## src/rtl/barrel_shifter_pipe_pkg.sv

```systemverilog
// Shared op/form encodings for the pipelined ARM operand-2 shifter.
package arm_shift_pkg;

   typedef enum logic [1:0] {
      SH_LSL = 2'b00,
      SH_LSR = 2'b01,
      SH_ASR = 2'b10,
      SH_ROR = 2'b11
   } shift_op_e;

   localparam logic FORM_IMM = 1'b0;
   localparam logic FORM_REG = 1'b1;

endpackage

```

## src/rtl/barrel_shifter_pipe_decode.sv

```systemverilog
// Stage-1 decode: effective shift amount and resolution of every special case
// (zero amount, RRX, amount >= WIDTH) into a ready-made bypass result.
module shift_decode
   import arm_shift_pkg::*;
#(
   parameter int WIDTH = 32,
   parameter int NUM_W = 8
) (
   input  logic [WIDTH-1:0]         i_data,
   input  logic [NUM_W-1:0]         i_num,
   input  logic [2:0]               i_op,
   input  logic                     i_cf,
   output logic                     o_bypass,
   output logic [WIDTH-1:0]         o_byp_data,
   output logic                     o_byp_carry,
   output logic [$clog2(WIDTH)-1:0] o_amount
);

   localparam int L = $clog2(WIDTH);
   localparam logic [NUM_W-1:0] W_N = NUM_W'(WIDTH);

   shift_op_e        w_op;
   logic             w_reg;
   logic             w_msb;
   logic [NUM_W-1:0] w_n;
   logic [L-1:0]     w_r;

   assign w_op  = shift_op_e'(i_op[2:1]);
   assign w_reg = (i_op[0] == FORM_REG);
   assign w_msb = i_data[WIDTH-1];
   assign w_n   = w_reg ? i_num : {{(NUM_W-L){1'b0}}, i_num[L-1:0]};
   assign w_r   = w_n[L-1:0];

   // o_amount is a right-rotate count; LSL rotates right by WIDTH-n
   always_comb begin
      o_bypass    = 1'b1;
      o_byp_data  = i_data;
      o_byp_carry = i_cf;
      o_amount    = w_r;
      if (w_n == '0) begin
         if (!w_reg) begin
            case (w_op)
               SH_LSL: ;
               SH_LSR: begin o_byp_data = '0;               o_byp_carry = w_msb;     end
               SH_ASR: begin o_byp_data = {WIDTH{w_msb}};   o_byp_carry = w_msb;     end
               SH_ROR: begin o_byp_data = {i_cf, i_data[WIDTH-1:1]}; o_byp_carry = i_data[0]; end
            endcase
         end
      end else begin
         case (w_op)
            SH_LSL:
               if (w_n < W_N) begin
                  o_bypass = 1'b0;
                  o_amount = -w_r;
               end else begin
                  o_byp_data  = '0;
                  o_byp_carry = (w_n == W_N) ? i_data[0] : 1'b0;
               end
            SH_LSR:
               if (w_n < W_N) o_bypass = 1'b0;
               else begin
                  o_byp_data  = '0;
                  o_byp_carry = (w_n == W_N) ? w_msb : 1'b0;
               end
            SH_ASR:
               if (w_n < W_N) o_bypass = 1'b0;
               else begin
                  o_byp_data  = {WIDTH{w_msb}};
                  o_byp_carry = w_msb;
               end
            SH_ROR:
               if (w_r != '0) o_bypass = 1'b0;
               else o_byp_carry = w_msb;
         endcase
      end
   end

endmodule

```

## src/rtl/barrel_shifter_pipe.sv

```systemverilog
// Pipelined ARM operand-2 barrel shifter with valid/ready handshake.
// Stage 1 decodes; rotate/mask mux levels are spread over the later stages.
module barrel_shifter_pipe
   import arm_shift_pkg::*;
#(
   parameter int WIDTH  = 32,
   parameter int NUM_W  = 8,
   parameter int STAGES = 2
) (
   input  logic             clk,
   input  logic             rst,
   input  logic             in_valid,
   output logic             in_ready,
   input  logic [WIDTH-1:0] Shift_Data,
   input  logic [NUM_W-1:0] Shift_Num,
   input  logic [2:0]       Shift_Op,
   input  logic             CF,
   output logic             out_valid,
   input  logic             out_ready,
   output logic [WIDTH-1:0] Shift_Out,
   output logic             Shift_Carry_Out
);

   localparam int L = $clog2(WIDTH);

   // cf holds the final carry for bypass beats and the ASR fill bit otherwise
   typedef struct packed {
      logic [WIDTH-1:0] data;
      logic [WIDTH-1:0] mask;
      logic [L-1:0]     amount;
      logic [1:0]       op;
      logic             cf;
      logic             special;
   } stage_t;

   function automatic int level_stage(input int j);
      return (STAGES == 1) ? 2 : 2 + (j * (STAGES - 1)) / L;
   endfunction

   function automatic stage_t apply_levels(input stage_t p, input int stg);
      stage_t v = p;
      for (int j = 0; j < L; j++) begin
         if (level_stage(j) == stg && v.amount[j]) begin
            v.data = (v.data >> (1 << j)) | (v.data << (WIDTH - (1 << j)));
            v.mask = v.mask >> (1 << j);
         end
      end
      return v;
   endfunction

   // Carry is always a fixed bit of the rotated word: bit 0 for LSL, MSB otherwise
   function automatic logic [WIDTH:0] finish(input stage_t p);
      stage_t           v;
      logic [WIDTH-1:0] o;
      logic             c;
      v = apply_levels(p, STAGES + 1);
      o = v.data;
      c = v.data[WIDTH-1];
      if (v.special) c = v.cf;
      else begin
         case (shift_op_e'(v.op))
            SH_LSL: begin o = v.data & ~v.mask; c = v.data[0]; end
            SH_LSR: o = v.data & v.mask;
            SH_ASR: o = (v.data & v.mask) | ({WIDTH{v.cf}} & ~v.mask);
            default: ;
         endcase
      end
      return {o, c};
   endfunction

   logic             w_byp;
   logic [WIDTH-1:0] w_byp_data;
   logic             w_byp_carry;
   logic [L-1:0]     w_amt;

   shift_decode #(.WIDTH(WIDTH), .NUM_W(NUM_W)) u_dec (
      .i_data      (Shift_Data),
      .i_num       (Shift_Num),
      .i_op        (Shift_Op),
      .i_cf        (CF),
      .o_bypass    (w_byp),
      .o_byp_data  (w_byp_data),
      .o_byp_carry (w_byp_carry),
      .o_amount    (w_amt)
   );

   logic [STAGES:1] r_vld;
   stage_t          r_p   [1:STAGES];
   stage_t          w_pin [1:STAGES];
   logic [STAGES:1] w_vin;
   logic [STAGES:1] w_en;

   for (genvar k = 1; k <= STAGES; k++) begin : g_stg
      // stage k may load if any stage from k onward has a hole, or the output drains
      assign w_en[k] = out_ready | ~(&r_vld[STAGES:k]);
      if (k == 1) begin : g_first
         assign w_vin[k] = in_valid;
         assign w_pin[k] = '{data:    w_byp ? w_byp_data : Shift_Data,
                             mask:    {WIDTH{1'b1}},
                             amount:  w_byp ? {L{1'b0}} : w_amt,
                             op:      Shift_Op[2:1],
                             cf:      w_byp ? w_byp_carry : Shift_Data[WIDTH-1],
                             special: w_byp};
      end else begin : g_mux
         assign w_vin[k] = r_vld[k-1];
         assign w_pin[k] = apply_levels(r_p[k-1], k);
      end
   end

   always_ff @(posedge clk) begin
      if (rst) begin
         r_vld <= '0;
         for (int k = 1; k <= STAGES; k++) r_p[k] <= '0;
      end else begin
         for (int k = 1; k <= STAGES; k++) begin
            if (w_en[k]) begin
               r_vld[k] <= w_vin[k];
               if (w_vin[k]) r_p[k] <= w_pin[k];
            end
         end
      end
   end

   assign in_ready  = w_en[1];
   assign out_valid = r_vld[STAGES];
   assign {Shift_Out, Shift_Carry_Out} = finish(r_p[STAGES]);

endmodule
```

## config.mk

```make
export PLATFORM = sky130hd
export DESIGN_NAME = barrel_shifter_pipe
export DESIGN_NICKNAME = d
export VERILOG_FILES = /design/src/rtl/barrel_shifter_pipe_pkg.sv /design/src/rtl/barrel_shifter_pipe_decode.sv /design/src/rtl/barrel_shifter_pipe.sv
export SDC_FILE = /design/constraint.sdc
export NUM_CORES = 1
export LEC_CHECK = 0
export BUFFER_PORTS_ARGS = -buffer_cell sky130_fd_sc_hd__buf_2
export CAP_MARGIN = 20
export CELL_PAD_IN_SITES_DETAIL_PLACEMENT = 0
export CELL_PAD_IN_SITES_GLOBAL_PLACEMENT = 1
export CORE_MARGIN = 2
export CORE_UTILIZATION = 51
export CTS_CLUSTER_DIAMETER = 80
export DETAILED_ROUTE_END_ITERATION = 8
export HOLD_SLACK_MARGIN = 0.08
export PLACE_DENSITY_LB_ADDON = 0.12
export SYNTH_ARGS = -nofsm -noshare
export SYNTH_HDL_FRONTEND = slang
export SYNTH_SLANG_ARGS = --single-unit
```

## constraint.sdc

```tcl
create_clock -name clk -period 6 [get_ports clk]
set_input_delay 0.6 -clock clk [delete_from_list [all_inputs] [get_ports clk]]
set_output_delay 0.6 -clock clk [all_outputs]
set_load 0.01 [all_outputs]
```

==> impl_metrics.py, run 1 <==
metrics = {
    "grt": {
        "antenna_found_initial": 0,
        "grt_pass1_vias": 6306,
        "grt_pass1_wl_mm": 34.0,
        "grt_max_degree": 82,
        "grt_use_total_pct": 23.9,
        "grt_overflow_total": 0,
    },
    "logic_synthesis": {
        "syn_nets": 910,
        "avgSynthCellArea_um2": 9.82,
        "synth-edff-count": 110,
        "ys_top_cells_by_area": "edfxtp_1, nand2_1, mux4_1",
        "synthMuxAreaShare_pct": 18.0,
        "synthSimpleGateAreaFrac_pct": 11.7,
        "syn_area_um2": 8390,
        "ys_warn_count": 0,
        "synth_top_family_by_area": "compound AO/OA/AOI/OAI gates",
        "synthFlopType": "edfxtp_1",
        "ys_seq_elements": 112,
        "synth_xor_area_share_pct": 0.104,
        "yosysMostFrequentCell": "nand2_1",
        "yosysTopAreaCellShare_pct": 39.4,
        "synth_compound_area_share_pct": 23.9,
        "yosys.area_share.adder_pct": 1.04,
        "syn_inst": 855,
        "synth_cell_types": 53,
        "yosys.area.top_type": "edfxtp_1",
        "ys_seq_area_share_pct": 39.8,
        "yosys-top-cells-count": "nand2_1, edfxtp_1, o21ai_0, clkbuf_1, a21oi_1",
        "async_flop_share_pct": 0,
    },
    "final_layout": {
        "insertedDiodeCount": 0,
        "area_growth_pct": 8.35,
        "stdcell_count": 1101,
        "drive_above_1_share_pct": 19.2,
        "nets": 935,
    },
    "clock_network": {
        "cts_tree": "yes",
        "cts_made_buffers": 9,
        "cts_sinks": 112,
        "cts.clk_slew.worst_paths_ns": 0.08,
        "cts_buffer_depth": 2,
        "cts.hold.buffers_added": 0,
        "root_buffer": "clkbuf_16",
        "cts_setup_buffers": 0,
        "insertion_delay_ns": 0.36,
        "cts_max_level": 3,
        "cts_resized": 0,
    },
    "setup_path": {
        "cp_max_fo": 46,
        "startpoint_type": "flip-flop",
        "reg2reg_depth": 5,
        "required_ns": 5.40,
        "reg2reg_slack_ns": 3.05,
        "r2r-start": "r_p[1][4]",
        "timing.setup.critical_path_class": "reg -> out",
        "reg2reg_to": "r_p[2][66]",
        "worstPathArrival_ns": 2.82,
        "worstSetupEndpointType": "output pin",
    },
    "routing": {
        "wl_per_cell_um": 19.0,
        "avgViaCountPerCell": 6.40,
        "ant_nets": 0,
        "drt_iter0_drc": 710,
        "routed_wl_mm": 20.9,
        "dr.pass1.iters": 5,
        "dr_total_vias": 7046,
        "drc": 0,
    },
    "sta": {
        "rsz0062_at_grt": "no",
        "tightest_slew_ns": 1.07,
        "slew_headroom_pct": 28.5,
        "finalCriticalPeriod_ns": 3.42,
        "drv_slew": 0,
        "setup_violations": 0,
        "skew_ns": 0.0127,
        "fin_crit_sh_pct": 57.0,
        "fin_ws_ns": 2.58,
        "tns_ns": 0,
        "hold_viol_final": 0,
        "fmax_ghz": 0.292,
    },
    "pwr": {
        "peakVddDrop_mv": 0.124,
        "power_density_nw_per_um2": 220,
        "leakagePower_nw": 3.47,
    },
    "run": {
        "max-cap-violations": 0,
    },
    "worst_hold_path": {
        "hp-class": "in -> reg",
        "min_to": "r_vld[2]",
        "hold_depth": 2,
        "min_from": "rst",
    },
    "place": {
        "gp_congestion": 0.890,
        "dp_slack_ns": 2.83,
        "port_buffers": 82,
        "dp_cells": 1084,
        "dp_hpwl_mm": 14.9,
    },
    "die": {
        "rows": 46,
        "io_pins": 83,
        "fp.dieArea_um2": 17500,
        "start_util_pct": 52.5,
        "coreArea_um2": 16000,
        "die_x_um": 132,
        "die_h_um": 132,
    },
    "status": {
        "status": "completed",
    },
}
## registers in the layout, summed over array words and instances, names as in the netlist
register	count
r_p	110
r_vld	2
## worst max-delay path by stage
stage                     start            end  cells past startpoint
finish                r_p[2][2]  Shift_Out[12]                      6
global placement    Shift_Op[1]     r_p[1][68]                      9
CTS                   r_p[2][2]  Shift_Out[22]                      6
detailed placement  Shift_Op[1]     r_p[1][70]                      9
global route          r_p[2][2]  Shift_Out[22]                      6
floorplan             out_ready      r_p[2][0]                      3
## through the flow
stage               power, mW  cell area, um2  util (%)  hold WS (ns)
floorplan                1.33            8390         -         0.454
global placement         1.45            8780      54.9         0.468
detailed placement       1.46            8790      55.0         0.494
CTS                      2.01            9070      56.7         0.414
global route             2.09            9090      56.8         0.436
finish                   2.00            9090      56.8         0.427
## cell type report
class	count	area, um2
fill	1475	6910
multi-input combinational	646	4600
sequential	112	3340
timing repair buffer	97	551
tap	216	270
clock buffer	10	229
inverter	14	52.6
clock inverter	6	43.8
## cell families after synthesis
group / after synthesis
DFF: 112
xor gates and xnor gates: 1
AOI/OAI and AO/OA: 310
and+or+nand+nor: 229
adders and majority gates: 7
muxes: 99
buffers and inverters: 97
## critical path, stage by stage (launching register included)
cell      delay, ns
edfxtp_1       0.78
buf_4          0.48
or2_2          0.64
o211ai_1       0.15
nand2_1        0.10
o21ai_0        0.13
buf_2          0.18
## per-layer routing
metal / track usage (%) / wire length [um] / up-vias / part of all wire, %
met5: 0 / 0 / - / 0
met4: 6.33 / 399 / 0 / 1.9
met3: 2.58 / 1080 / 27 / 5.2
met2: 40.4 / 10400 / 261 / 49
met1: 33.0 / 9090 / 3384 / 43
li1: - / - / 3374 / -
## layout by cell type (no fill, tap or decap), types with 3 or more instances in the layout
| cell | instances |
|---|---|
| a211oi_1 | 31 |
| a21oi_1 | 54 |
| a22oi_1 | 34 |
| a31oi_1 | 4 |
| and2_1 | 7 |
| buf_2 | 82 |
| buf_4 | 13 |
| clkbuf_16 | 9 |
| edfxtp_1 | 110 |
| ha_1 | 7 |
| inv_1 | 14 |
| mux2_2 | 32 |
| mux2i_1 | 34 |
| mux4_1 | 20 |
| mux4_2 | 12 |
| nand2_1 | 141 |
| nand2b_1 | 3 |
| nand3_1 | 6 |
| nor2_1 | 46 |
| nor3_1 | 4 |
| o211ai_1 | 33 |
| o21ai_0 | 81 |
| o21ai_1 | 25 |
| o221ai_1 | 33 |
| or2_2 | 4 |
| or3_1 | 3 |
## power by group
part | internal [mW] | switching, mW
sequential | 0.927 | 0.0541
clock | 0.283 | 0.266
combinational | 0.193 | 0.278
Note: power is estimated with default switching activity, not from simulation.
==> run 2, diff against run 1 <==
--- a/config.mk
+++ b/config.mk
@@ -10,7 +10,7 @@
 export CELL_PAD_IN_SITES_DETAIL_PLACEMENT = 0
 export CELL_PAD_IN_SITES_GLOBAL_PLACEMENT = 1
 export CORE_MARGIN = 2
-export CORE_UTILIZATION = 51
+export CORE_UTILIZATION = 43
 export CTS_CLUSTER_DIAMETER = 80
 export DETAILED_ROUTE_END_ITERATION = 8
 export HOLD_SLACK_MARGIN = 0.08
==> constraint.sdc (replaced) <==
create_clock -name clk -period 2.9 [get_ports clk]
set_input_delay 0.29 -clock clk [delete_from_list [all_inputs] [get_ports clk]]
set_output_delay 0.29 -clock clk [all_outputs]
set_load 0.01 [all_outputs]
==> impl_metrics.py, run 2 (same netlist as run 1, synthesis figures left out) <==
metrics = {
    "status": {
        "status": "completed",
    },
    "setup_path": {
        "worstPathArrival_ns": 2.52,
        "reg2reg_slack_ns": 0.43,
        "worstSetupEndpointType": "flip-flop",
        "timing.setup.critical_path_class": "reg -> reg",
        "reg2reg_depth": 6,
        "cp_max_fo": 10,
        "startpoint_type": "flip-flop",
        "reg2reg_to": "r_p[2][38]",
        "required_ns": 2.95,
        "r2r-start": "r_vld[2]",
    },
    "routing": {
        "drt_iter0_drc": 460,
        "drc": 0,
        "dr_total_vias": 7090,
        "wl_per_cell_um": 19.7,
        "ant_nets": 0,
        "routed_wl_mm": 22.8,
        "dr.pass1.iters": 7,
        "avgViaCountPerCell": 6.11,
    },
    "worst_hold_path": {
        "min_to": "r_vld[1]",
        "hold_depth": 2,
        "hp-class": "in -> reg",
        "min_from": "rst",
    },
    "clock_network": {
        "root_buffer": "clkbuf_16",
        "cts_max_level": 3,
        "cts_setup_buffers": 0,
        "cts.hold.buffers_added": 0,
        "cts_tree": "yes",
        "insertion_delay_ns": 0.35,
        "cts_sinks": 112,
        "cts.clk_slew.worst_paths_ns": 0.07,
        "cts_resized": 0,
        "cts_buffer_depth": 2,
        "cts_made_buffers": 9,
    },
    "sta": {
        "tns_ns": 0,
        "timing.hold.ws_ns": 0.110,
        "rsz0062_at_grt": "no",
        "tightest_slew_ns": 0.778,
        "fin_crit_sh_pct": 85.1,
        "fin_ws_ns": 0.431,
        "finalCriticalPeriod_ns": 2.47,
        "hold_viol_final": 0,
        "fmax_ghz": 0.405,
        "skew_ns": 0.00819,
        "drv_slew": 0,
        "slew_headroom_pct": 46.8,
        "setup_violations": 0,
    },
    "pwr": {
        "p_switching_mw": 1.25,
        "peakVddDrop_mv": 0.249,
        "p_total_mw": 4.24,
        "leakagePower_nw": 3.52,
        "cell_internal_pwr_mw": 2.99,
        "p_sw_share_pct": 29.5,
        "p_seq_share_pct": 47.8,
        "pwr-share-comb_pct": 23.9,
        "power_frac_clock_pct": 28.3,
        "power_density_nw_per_um2": 459,
    },
    "final_layout": {
        "reg_top3": "r_p: 110 flops, r_vld: 2 flops",
        "largest_register": "r_p",
        "fin_util_pct": 47.8,
        "drive_above_1_share_pct": 19.8,
        "largest_reg_flops": 110,
        "area_growth_pct": 10.1,
        "nets": 946,
        "fillers": 1845,
        "layout_commonest_cell": "nand2_1",
        "layout_common_cells": "nand2_1, edfxtp_1, buf_2",
        "insertedDiodeCount": 0,
    },
    "grt": {
        "antenna_found_initial": 0,
        "grt_max_degree": 82,
        "grt_pass1_wl_mm": 36.2,
        "grt_overflow_total": 0,
        "grt_pass1_vias": 6572,
        "grt_use_total_pct": 22.4,
    },
    "die": {
        "io_pins": 83,
        "die_x_um": 144,
        "fp.dieArea_um2": 20700,
        "coreArea_um2": 19300,
        "die_h_um": 144,
        "rows": 51,
        "start_util_pct": 43.4,
    },
    "run": {
        "max-cap-violations": 0,
    },
    "place": {
        "dp_hpwl_mm": 16.6,
        "dp_slack_ns": 0.259,
        "gp_congestion": 0.886,
        "port_buffers": 82,
    },
}
run 2: cell types whose count changed in the layout (fill, tap and decap cells not counted), moves of 2 or more:
cell	previous run	this run
buf_12	0	2
clkinv_1	0	2
buf_4	13	24
clkinv_2	2	0
run 2: worst max-delay path, cell delays in order, from the launching register on:
cell	delay, ns
dfxtp_1	0.32
nand2b_1	0.13
and3_1	0.26
nand2_1	0.30
inv_1	0.20
nand2b_1	0.19
a2111oi_0	0.75
run 2: through the flow:
stage               cell area (um2)  std cells
finish                         9240       1160
global route                   9240       1160
CTS                            9240       1160
detailed placement             8960       1145
global placement               8960       1145
floorplan                      8390        855
run 2: worst max path at each step:
stage	startpoint	slack, ns	cells past startpoint	endpoint
after global placement	rst	0.34	7	r_p[2][38]
after floorplan	r_vld[2]	0.51	3	r_p[2][0]
final	r_vld[2]	0.43	6	r_p[2][38]
after detailed placement	rst	0.26	7	r_p[2][38]
after global routing	r_vld[2]	0.34	6	r_p[2][38]
after CTS	r_vld[2]	0.39	6	r_p[2][38]
run 2: power groups by stage:
stage / Combinational, mW / Sequential, mW / Clock [mW]
after floorplan: 0.739 / 2.01 / 0
after global placement: 0.977 / 2.06 / 0
after detailed placement: 1.00 / 2.06 / 0
after CTS: 1.01 / 2.03 / 1.22
after global routing: 1.11 / 2.04 / 1.27
final: 1.01 / 2.03 / 1.20
run 2: per-layer routing:
metal  routed length [um]  track usage (%)  vias to the layer above
li1                     -                -                     3391
met5                    0                0                        -
met3                  790             1.93                       32
met2                11500             39.3                      213
met1                 9940             29.6                     3454
met4                  535             6.45                        0
run 2: area by class of cell:
type                            count  area [um2]  area share (%)
Multi-Input combinational cell    646        4600            49.8
Inverter                           14        52.6           0.569
Timing Repair Buffer              108         631            6.82
Clock inverter                      4        46.3           0.501
Clock buffer                       11         233            2.52
Sequential cell                   112        3340            36.2
Tap cell                          265         332            3.59
==> run 3, diff against run 2 <==
--- a/config.mk
+++ b/config.mk
@@ -7,14 +7,15 @@
 export LEC_CHECK = 0
 export BUFFER_PORTS_ARGS = -buffer_cell sky130_fd_sc_hd__buf_2
 export CAP_MARGIN = 20
-export CELL_PAD_IN_SITES_DETAIL_PLACEMENT = 0
-export CELL_PAD_IN_SITES_GLOBAL_PLACEMENT = 1
+export CELL_PAD_IN_SITES_DETAIL_PLACEMENT = 1
+export CELL_PAD_IN_SITES_GLOBAL_PLACEMENT = 2
 export CORE_MARGIN = 2
-export CORE_UTILIZATION = 43
+export CORE_UTILIZATION = 35
 export CTS_CLUSTER_DIAMETER = 80
 export DETAILED_ROUTE_END_ITERATION = 8
 export HOLD_SLACK_MARGIN = 0.08
 export PLACE_DENSITY_LB_ADDON = 0.12
+export RECOVER_POWER = 50
 export SYNTH_ARGS = -nofsm -noshare
 export SYNTH_HDL_FRONTEND = slang
 export SYNTH_SLANG_ARGS = --single-unit
==> impl_metrics.py, run 3 (same netlist as run 1, synthesis figures left out) <==
metrics = {
    "clock_network": {
        "cts.clk_slew.worst_paths_ns": 0.07,
        "cts_setup_buffers": 0,
        "root_buffer": "clkbuf_16",
        "insertion_delay_ns": 0.36,
        "cts_made_buffers": 9,
        "cts.hold.buffers_added": 0,
        "cts_buffer_depth": 2,
        "cts_resized": 0,
        "cts_sinks": 112,
        "cts_tree": "yes",
        "cts_max_level": 3,
    },
    "pwr": {
        "power_density_nw_per_um2": 470,
        "leakagePower_nw": 3.54,
        "peakVddDrop_mv": 0.228,
    },
    "setup_path": {
        "cp_max_fo": 39,
        "cp_num_buf_inv": 1,
        "cpMaxStageDelayCell": "mux4_1",
        "worstSetupEndpointType": "flip-flop",
        "startpoint_type": "flip-flop",
        "cp_cell_sequence": "buf_12 > mux4_1 > mux2_2 > a22oi_1 > o221ai_1",
        "critPathTopFamily": "multiplexers",
        "timing.setup.critical_path_class": "reg -> reg",
        "worstPathArrival_ns": 2.48,
        "r2r-start": "r_p[1][4]",
        "required_ns": 2.97,
        "crit_path_start": "r_p[1][4]",
        "cp_slowest_stage_delay_ns": 0.69,
    },
    "final_layout": {
        "drive_above_1_share_pct": 19.9,
        "largest_register": "r_p",
        "reg_top3": "r_p: 110 flops, r_vld: 2 flops",
        "layout_commonest_cell": "nand2_1",
        "largest_reg_flops": 110,
        "nets": 949,
        "area_growth_pct": 11.7,
        "layout_common_cells": "nand2_1, edfxtp_1, o21ai_0",
        "insertedDiodeCount": 0,
        "fillers": 2672,
    },
    "grt": {
        "grt_use_total_pct": 20.2,
        "antenna_found_initial": 0,
        "grt_pass1_vias": 7227,
        "grt_overflow_total": 0,
        "grt_pass1_wl_mm": 41.1,
        "grt_max_degree": 82,
    },
    "sta": {
        "timing.hold.ws_ns": 0.113,
        "skew_ns": 0.00758,
        "drv_slew": 0,
        "setup_violations": 0,
        "hold_viol_final": 0,
        "tns_ns": 0,
        "rsz0062_at_grt": "no",
        "slew_headroom_pct": 19.7,
        "fin_crit_sh_pct": 83.3,
        "fmax_ghz": 0.414,
        "finalCriticalPeriod_ns": 2.41,
        "tightest_slew_ns": 1.20,
    },
    "routing": {
        "drt_iter0_drc": 601,
        "avgViaCountPerCell": 5.84,
        "drc": 0,
        "dr_total_vias": 7112,
        "wl_per_cell_um": 20.8,
        "ant_nets": 0,
        "dr.pass1.iters": 5,
        "routed_wl_mm": 25.3,
    },
    "die": {
        "io_pins": 83,
        "die_h_um": 159,
        "fp.dieArea_um2": 25200,
        "coreArea_um2": 23500,
        "start_util_pct": 35.8,
        "die_x_um": 159,
        "rows": 56,
    },
    "place": {
        "dp_hpwl_mm": 18.5,
        "gp_congestion": 0.859,
        "port_buffers": 82,
    },
    "run": {
        "max-cap-violations": 0,
    },
    "worst_hold_path": {
        "hp-class": "in -> reg",
        "min_from": "rst",
    },
    "status": {
        "status": "completed",
    },
}
## run 3: cell count changes in the layout (fill, tap and decap cells not counted), sizes merged
cell      previous run  this run
buf                108       106
bufinv               1         2
clkbuf              11        16
clkinv               3         1
clkinvlp             0         2
## run 3: final timing paths
| check | cells past startpoint | endpoint | slack [ns] |
|---|---|---|---|
| max | 5 | r_p[2][60] | 0.49 |
| min | 2 | r_vld[2] | 0.11 |
| max reg2reg | 5 | r_p[2][60] | 0.49 |
| min reg2reg | 2 | r_vld[2] | 0.49 |
## run 3: area by class of cell
cell class | count | area [um2] | share of cell area [%]
inverters | 14 | 52.6 | 0.561
multi-input cells | 646 | 4600 | 49.1
well taps | 319 | 399 | 4.26
clock inverters | 5 | 80.1 | 0.854
clock buffers | 11 | 243 | 2.59
flip-flops and latches | 112 | 3340 | 35.7
repair buffers | 111 | 653 | 6.97
## run 3: per-layer routing
layer | track usage, % | vias up | routed length (um)
met5 | 0 | - | 0
met4 | 6.07 | 0 | 488
met3 | 2.14 | 24 | 714
met2 | 35.1 | 149 | 12700
met1 | 26.6 | 3539 | 11400
li1 | - | 3400 | -
## run 3: per-stage QoR
stage	util, %	setup WS [ns]	cell area [um2]	std cells	power, mW
floorplan	-	0.513	8390	855	2.74
global placement	38.6	0.426	9060	1202	3.06
detailed placement	38.6	0.381	9060	1202	3.10
CTS	40.0	0.402	9390	1218	4.44
global route	39.9	0.285	9370	1218	4.61
finish	39.9	0.485	9370	1218	4.40
## run 3: power by group
part,switching [mW],internal [mW]
Sequential,0.115,1.92
Combinational,0.618,0.412
Clock,0.557,0.779
Total,1.29,3.11
